## src/rtl/pipe_stage_reg.sv

```systemverilog
// Pipeline-stage register with valid/ready handshake, optional 2-entry skid buffer,
// synchronous flush, external hold and a saturating stall-cycle counter.
`timescale 1ns/1ps

module pipe_stage_reg #(
    parameter int                CNT_W       = 32,
    parameter int                DATA_W      = 96,
    parameter bit                SKID_EN     = 1'b1,
    parameter logic [DATA_W-1:0] BUBBLE_DATA = '0
) (
    input  logic              clk,
    input  logic              rst,
    input  logic              flush_i,
    input  logic              hold_i,
    input  logic              in_valid,
    output logic              in_ready,
    input  logic [DATA_W-1:0] in_data,
    output logic              out_valid,
    input  logic              out_ready,
    output logic [DATA_W-1:0] out_data,
    output logic [1:0]        occupancy,
    output logic [CNT_W-1:0]  stall_cnt
);

    typedef enum logic [1:0] {
        EMPTY = 2'd0,
        FULL1 = 2'd1,
        FULL2 = 2'd2
    } state_t;

    state_t            state_q, state_d;
    logic [DATA_W-1:0] main_q, main_d;
    logic [DATA_W-1:0] skid_q, skid_d;
    logic [CNT_W-1:0]  cnt_q, cnt_d;
    logic              in_fire;
    logic              out_fire;
    logic              stall;

    // With the skid buffer, in_ready never looks at out_ready, which breaks the
    // combinational ready path back to the upstream stage.
    generate
        if (SKID_EN) begin : g_skid
            assign in_ready = (state_q != FULL2) & ~hold_i;
        end else begin : g_noskid
            assign in_ready = ((state_q == EMPTY) | out_ready) & ~hold_i;
        end
    endgenerate

    assign out_valid = (state_q != EMPTY) & ~hold_i;
    assign out_data  = (state_q != EMPTY) ? main_q : BUBBLE_DATA;
    assign occupancy = state_q;
    assign stall_cnt = cnt_q;

    assign in_fire  = in_valid & in_ready;
    assign out_fire = out_valid & out_ready;
    assign stall    = (out_valid & ~out_ready) | hold_i;

    always_comb begin
        state_d = state_q;
        main_d  = main_q;
        skid_d  = skid_q;
        if (flush_i) begin
            state_d = EMPTY;
            main_d  = BUBBLE_DATA;
            skid_d  = BUBBLE_DATA;
        end else if (!hold_i) begin
            case (state_q)
                EMPTY: begin
                    if (in_fire) begin
                        state_d = FULL1;
                        main_d  = in_data;
                    end
                end
                FULL1: begin
                    if (in_fire && out_fire) begin
                        main_d = in_data;
                    end else if (out_fire) begin
                        state_d = EMPTY;
                        main_d  = BUBBLE_DATA;
                    end else if (in_fire && SKID_EN) begin
                        state_d = FULL2;
                        skid_d  = in_data;
                    end
                end
                FULL2: begin
                    if (out_fire) begin
                        state_d = FULL1;
                        main_d  = skid_q;
                        skid_d  = BUBBLE_DATA;
                    end
                end
                default: begin
                    state_d = EMPTY;
                    main_d  = BUBBLE_DATA;
                    skid_d  = BUBBLE_DATA;
                end
            endcase
        end
    end

    always_comb begin
        cnt_d = cnt_q;
        if (stall && !(&cnt_q)) begin
            cnt_d = cnt_q + CNT_W'(1);
        end
    end

    always_ff @(posedge clk) begin
        if (rst) begin
            state_q <= EMPTY;
            main_q  <= BUBBLE_DATA;
            skid_q  <= BUBBLE_DATA;
            cnt_q   <= '0;
        end else begin
            state_q <= state_d;
            main_q  <= main_d;
            skid_q  <= skid_d;
            cnt_q   <= cnt_d;
        end
    end

endmodule
```

## config.mk

```make
export PLATFORM = sky130hd
export DESIGN_NAME = pipe_stage_reg
export DESIGN_NICKNAME = d
export VERILOG_FILES = /design/src/rtl/pipe_stage_reg.sv
export SDC_FILE = /design/constraint.sdc
export NUM_CORES = 1
export LEC_CHECK = 0
export CORE_UTILIZATION = 32
export CTS_BUF_LIST = sky130_fd_sc_hd__clkbuf_2 sky130_fd_sc_hd__clkbuf_4 sky130_fd_sc_hd__clkbuf_8
export CTS_CLUSTER_SIZE = 10
export DETAILED_ROUTE_END_ITERATION = 8
export GPL_TIMING_DRIVEN = 0
export PLACE_DENSITY = 0.54
export SLEW_MARGIN = 5
export SYNTH_ARGS = -nofsm -noshare
export SYNTH_HDL_FRONTEND = slang
export SYNTH_SLANG_ARGS = --single-unit
export TNS_END_PERCENT = 10
```

## constraint.sdc

```tcl
create_clock -name clk -period 2.1 [get_ports clk]
set_input_delay 0.21 -clock clk [delete_from_list [all_inputs] [get_ports clk]]
set_output_delay 0.21 -clock clk [all_outputs]
set_load 0.1 [all_outputs]
```

==> impl_metrics.yaml <==
run_status:
  violations: "negative setup slack"
  run_status: "complete, but fails checks"
synth:
  postSynthNetCount: 1305
  synth.most_common_cell: "sky130_fd_sc_hd__dfxtp_1"
  synth.largest_area_cell: "sky130_fd_sc_hd__dfxtp_1"
  synth_area_per_cell_um2: 8.26
  yosysSeqAreaShare_pct: 45.6
  synth_warnings: 0
  synth.top_cell.area_share_pct: 45.6
  synth.top_cells.by_count: "sky130_fd_sc_hd__dfxtp_1 (226), sky130_fd_sc_hd__nor2_1 (128), sky130_fd_sc_hd__a21oi_1 (114), sky130_fd_sc_hd__nand3_1 (110), sky130_fd_sc_hd__nand2_1 (103)"
  async_reset_ff_share_pct: 0
  netlist_top_cells_area: "sky130_fd_sc_hd__dfxtp_1 (46%), sky130_fd_sc_hd__nor2b_1 (6.4%), sky130_fd_sc_hd__a21oi_1 (5.7%)"
  synth_cell_types: 53
  syn-instance-count: 1202
  ys.flop_type: "sky130_fd_sc_hd__dfxtp_1"
  total_of_flip_flops_plus_latches_after_synthesis: 226
  area_of_the_mapped_netlist_mm2: 0.00992
  number_of_enable_flip_flop_cells_after_synthesis: 0
worst_setup_path:
  path_class: "reg -> out"
  crit_cells: 7
  timing.critical_path.max_delay_family: "buffers and inverters"
  largest_fanout_of_any_net_on_the_critical_path: 8
  endpoint_kind: "output pin"
  cp_slowest_stage_delay_ns: 0.37
  worstPathRequired_ns: 1.89
  crit_arrival_ns: 1.91
  setup.worst_path.start: "occupancy[1]$_SDFFE_PP0P_"
  rr_worst_depth: 6
  ff2ff_setup_slack_ns: 0.07
  worst_r2r_endpoint: "main_q[7]$_SDFFE_PP0P_"
  timing.critical_path.to: "out_data[67]"
  critical_path.startpoint_type: "register"
  worstPathCellList: "clkbuf_16 -> nor2_4 -> buf_12 -> clkbuf_16 -> clkbuf_16 -> nor2b_4 -> buf_12"
  cpMaxStageDelayCell: "sky130_fd_sc_hd__dfxtp_4"
  critical_path.n_buffers_inverters: 5
  worst_r2r_startpoint: "occupancy[1]$_SDFFE_PP0P_"
  critical_path.most_common_cell: "sky130_fd_sc_hd__clkbuf_16"
place:
  place_congestion: 0.798
  numPortBuffers: 233
  detailed_place_hpwl_um: 24800
clock_network:
  insertion_delay_ns: 0.55
  htree_levels: 2
  cts_root_buf: "sky130_fd_sc_hd__clkbuf_8"
  cts.clk_slew.worst_paths_ns: 0.06
  clock_path_buffers: 3
  clock_tree_from_tritoncts: "built"
  cts-buffers-inserted: 42
  clock_sinks: 226
floorplan:
  core-area_mm2: 0.0306
  boundaryPins: 234
  floorplan.initialDensity_pct: 32.4
  row_count: 64
  dieHeight_um: 178
  fp.dieArea_mm2: 0.0317
  floorplan.die.width_um: 178
sta:
  max-slew-margin-rel_pct: 29.2
  report.final.setup_viol: 10
  fin_skew_ns: 0.0212
  post-route-period-util_pct: 101
  hold_violations: 0
  fin_crit_ns: 2.12
  finalWorstSetupSlack_ns: -0.0198
  max_freq_ghz: 0.472
  drv_slew: 0
  timing_worst_slew_pin_value_ns: 1.07
  total_negative_setup_slacks_ns: -0.0746
  rsz0062_at_grt: "yes"
drt:
  dr.pass1.iters: 5
  drtAntennaViolNets: 0
  total_via_count_in_the_routed_design: 10147
  routedWlPerCell_um: 18.5
  via_per_inst: 5.30
  detailedRoute.firstIterationViolations: 712
  route.final.wire_length_um: 35500
  drcViolationCount: 0
global_routing:
  initial_antenna_violation_count: 4
  first_global_vias: 9535
  overflow: 0
  largest_net_degree_at_the_start_of_global_routing: 11
  track_usage_pct: 22.0
  global_route_wire_length_before_repair_um: 54200
finish:
  finish.net_count: 1593
  post_route_cells_drive_above_1_share_pct: 25.8
  layout-area-overhead-vs-synth_pct: 53.4
power:
  powerDensity_mw_per_mm2: 654
  internal-power_mw: 7.45
  total_leakage_power_nw: 5.34
  total_power_mw: 9.96
  net_switching_power_mw: 2.51
  combPwrFrac_pct: 10.7
  swShare_pct: 25.2
  vdd_ir_drop_max_mv: 0.396
  share_seq_of_total_power_pct: 44.0
  part_of_the_total_power_dissipated_in_the_clock_network_pct: 45.3
hold_path:
  min-delay-path-class: "in -> reg"
job:
  number_of_max_capacitance_violations_reported: 0
[flip-flops by register name, indices dropped and copies added (netlist names)]
signal     flops
main_q        96
occupancy      2
skid_q        96
stall_cnt     32
[worst min-delay path by stage]
stage / cells past startpoint / slack (ns) / to / from
2_1_floorplan: 2 / 0.36 / skid_q[0]$_SDFFE_PP0P_ / in_data[0]
3_3_place_gp: 2 / 0.44 / skid_q[72]$_SDFFE_PP0P_ / skid_q[72]$_SDFFE_PP0P_
3_5_place_dp: 2 / 0.44 / skid_q[93]$_SDFFE_PP0P_ / skid_q[93]$_SDFFE_PP0P_
4_1_cts: 3 / 0.24 / skid_q[14]$_SDFFE_PP0P_ / in_data[14]
5_1_grt: 3 / 0.27 / skid_q[2]$_SDFFE_PP0P_ / in_data[2]
6_report: 3 / 0.26 / skid_q[14]$_SDFFE_PP0P_ / in_data[14]
[placed cells by master, fill, tap and decap left out, types with 13 or more instances in the layout]
cell	synthesis	final
sky130_fd_sc_hd__dfxtp_1	226	197
sky130_fd_sc_hd__nand3_1	110	110
sky130_fd_sc_hd__clkdlybuf4s50_1	0	101
sky130_fd_sc_hd__nor2_1	128	124
sky130_fd_sc_hd__buf_4	1	13
sky130_fd_sc_hd__a22oi_1	49	49
sky130_fd_sc_hd__a22o_1	49	49
sky130_fd_sc_hd__buf_2	17	22
sky130_fd_sc_hd__nor3_1	49	48
sky130_fd_sc_hd__clkbuf_2	0	20
sky130_fd_sc_hd__nor2b_2	0	57
sky130_fd_sc_hd__dfxtp_2	0	25
sky130_fd_sc_hd__clkbuf_1	71	41
sky130_fd_sc_hd__o21ai_0	13	13
sky130_fd_sc_hd__dlygate4sd2_1	0	32
sky130_fd_sc_hd__nor2b_4	0	39
sky130_fd_sc_hd__buf_6	3	31
sky130_fd_sc_hd__a21oi_1	114	112
sky130_fd_sc_hd__a221oi_1	47	46
sky130_fd_sc_hd__clkbuf_8	0	58
sky130_fd_sc_hd__nand2_1	103	103
sky130_fd_sc_hd__buf_12	0	69
sky130_fd_sc_hd__clkbuf_4	0	15
[metal layers]
layer	vias to the layer above	part of all wire, %	track usage, %
li1	4883	-	-
met1	4892	44	28.6
met2	318	47	35.6
met3	50	7.2	5.48
met4	4	1.8	6.80
met5	-	0.073	0
[per-stage QoR]
stage                     worst slack (ns)  cells  hold slack (ns)  utilization (%)  area [um2]
final                              -0.0198   1915            0.261             49.8       15200
after global routing               -0.0961   1914            0.267             49.8       15200
after CTS                           -0.204   1910            0.237             48.8       14900
after detailed placement             -1.08   1831            0.444             43.3       13200
after global placement               -1.16   1831            0.438             43.3       13200
after floorplan                     -0.231   1202            0.362                -       10400
[logic make-up (layout without fill, tap and decap cells)]
| family | Yosys count | count (layout) | synth area share [%] |
|---|---|---|---|
| buf+inv | 123 | 438 | 5.23 |
| xor+xnor | 16 | 16 | 1.41 |
| mux | 5 | 5 | 0.542 |
| other cells | 0 | 2 | 0 |
| compound gates | 298 | 298 | 20.9 |
| simple gates | 533 | 533 | 26.2 |
| flops | 226 | 226 | 45.6 |
| fa+ha+maj | 1 | 1 | 0.126 |
[power groups by stage]
stage	sequential [mW]	combinational (mW)	clock [mW]
6_report	4.39	1.06	4.51
5_1_grt	4.39	1.13	4.83
4_1_cts	4.39	1.05	4.63
3_5_place_dp	4.48	0.992	0
3_3_place_gp	4.48	0.991	0
2_1_floorplan	4.50	0.521	0
[final cells by class]
cell class,count,area [um2]
fillers,2959,15400
multi-input cells,853,5380
flip-flops and latches,226,4570
repair buffers,244,3170
clock buffers,66,840
plain buffers,116,692
well taps,396,495
clock inverters,5,53.8
inverters,7,26.3
diodes,2,5.00
[what timing repair did]
action / in CTS / in global routing
cloned: 5 / 0
gates resized for setup: 860 / 94
pin swaps: 1 / 1
hold buffers: 0 / 0
setup buffers: 4 / 3
setup endpoints to repair: 264 / 226
[worst min-delay path: cells and delay by family]
family | cells | cell delay (ns)
buffers and inverters | 1 | 0.41
AND/OR/NAND/NOR | 1 | 0.07
AO/OA/AOI/OAI | 1 | 0.06
(Power assumes the default switching activity.)
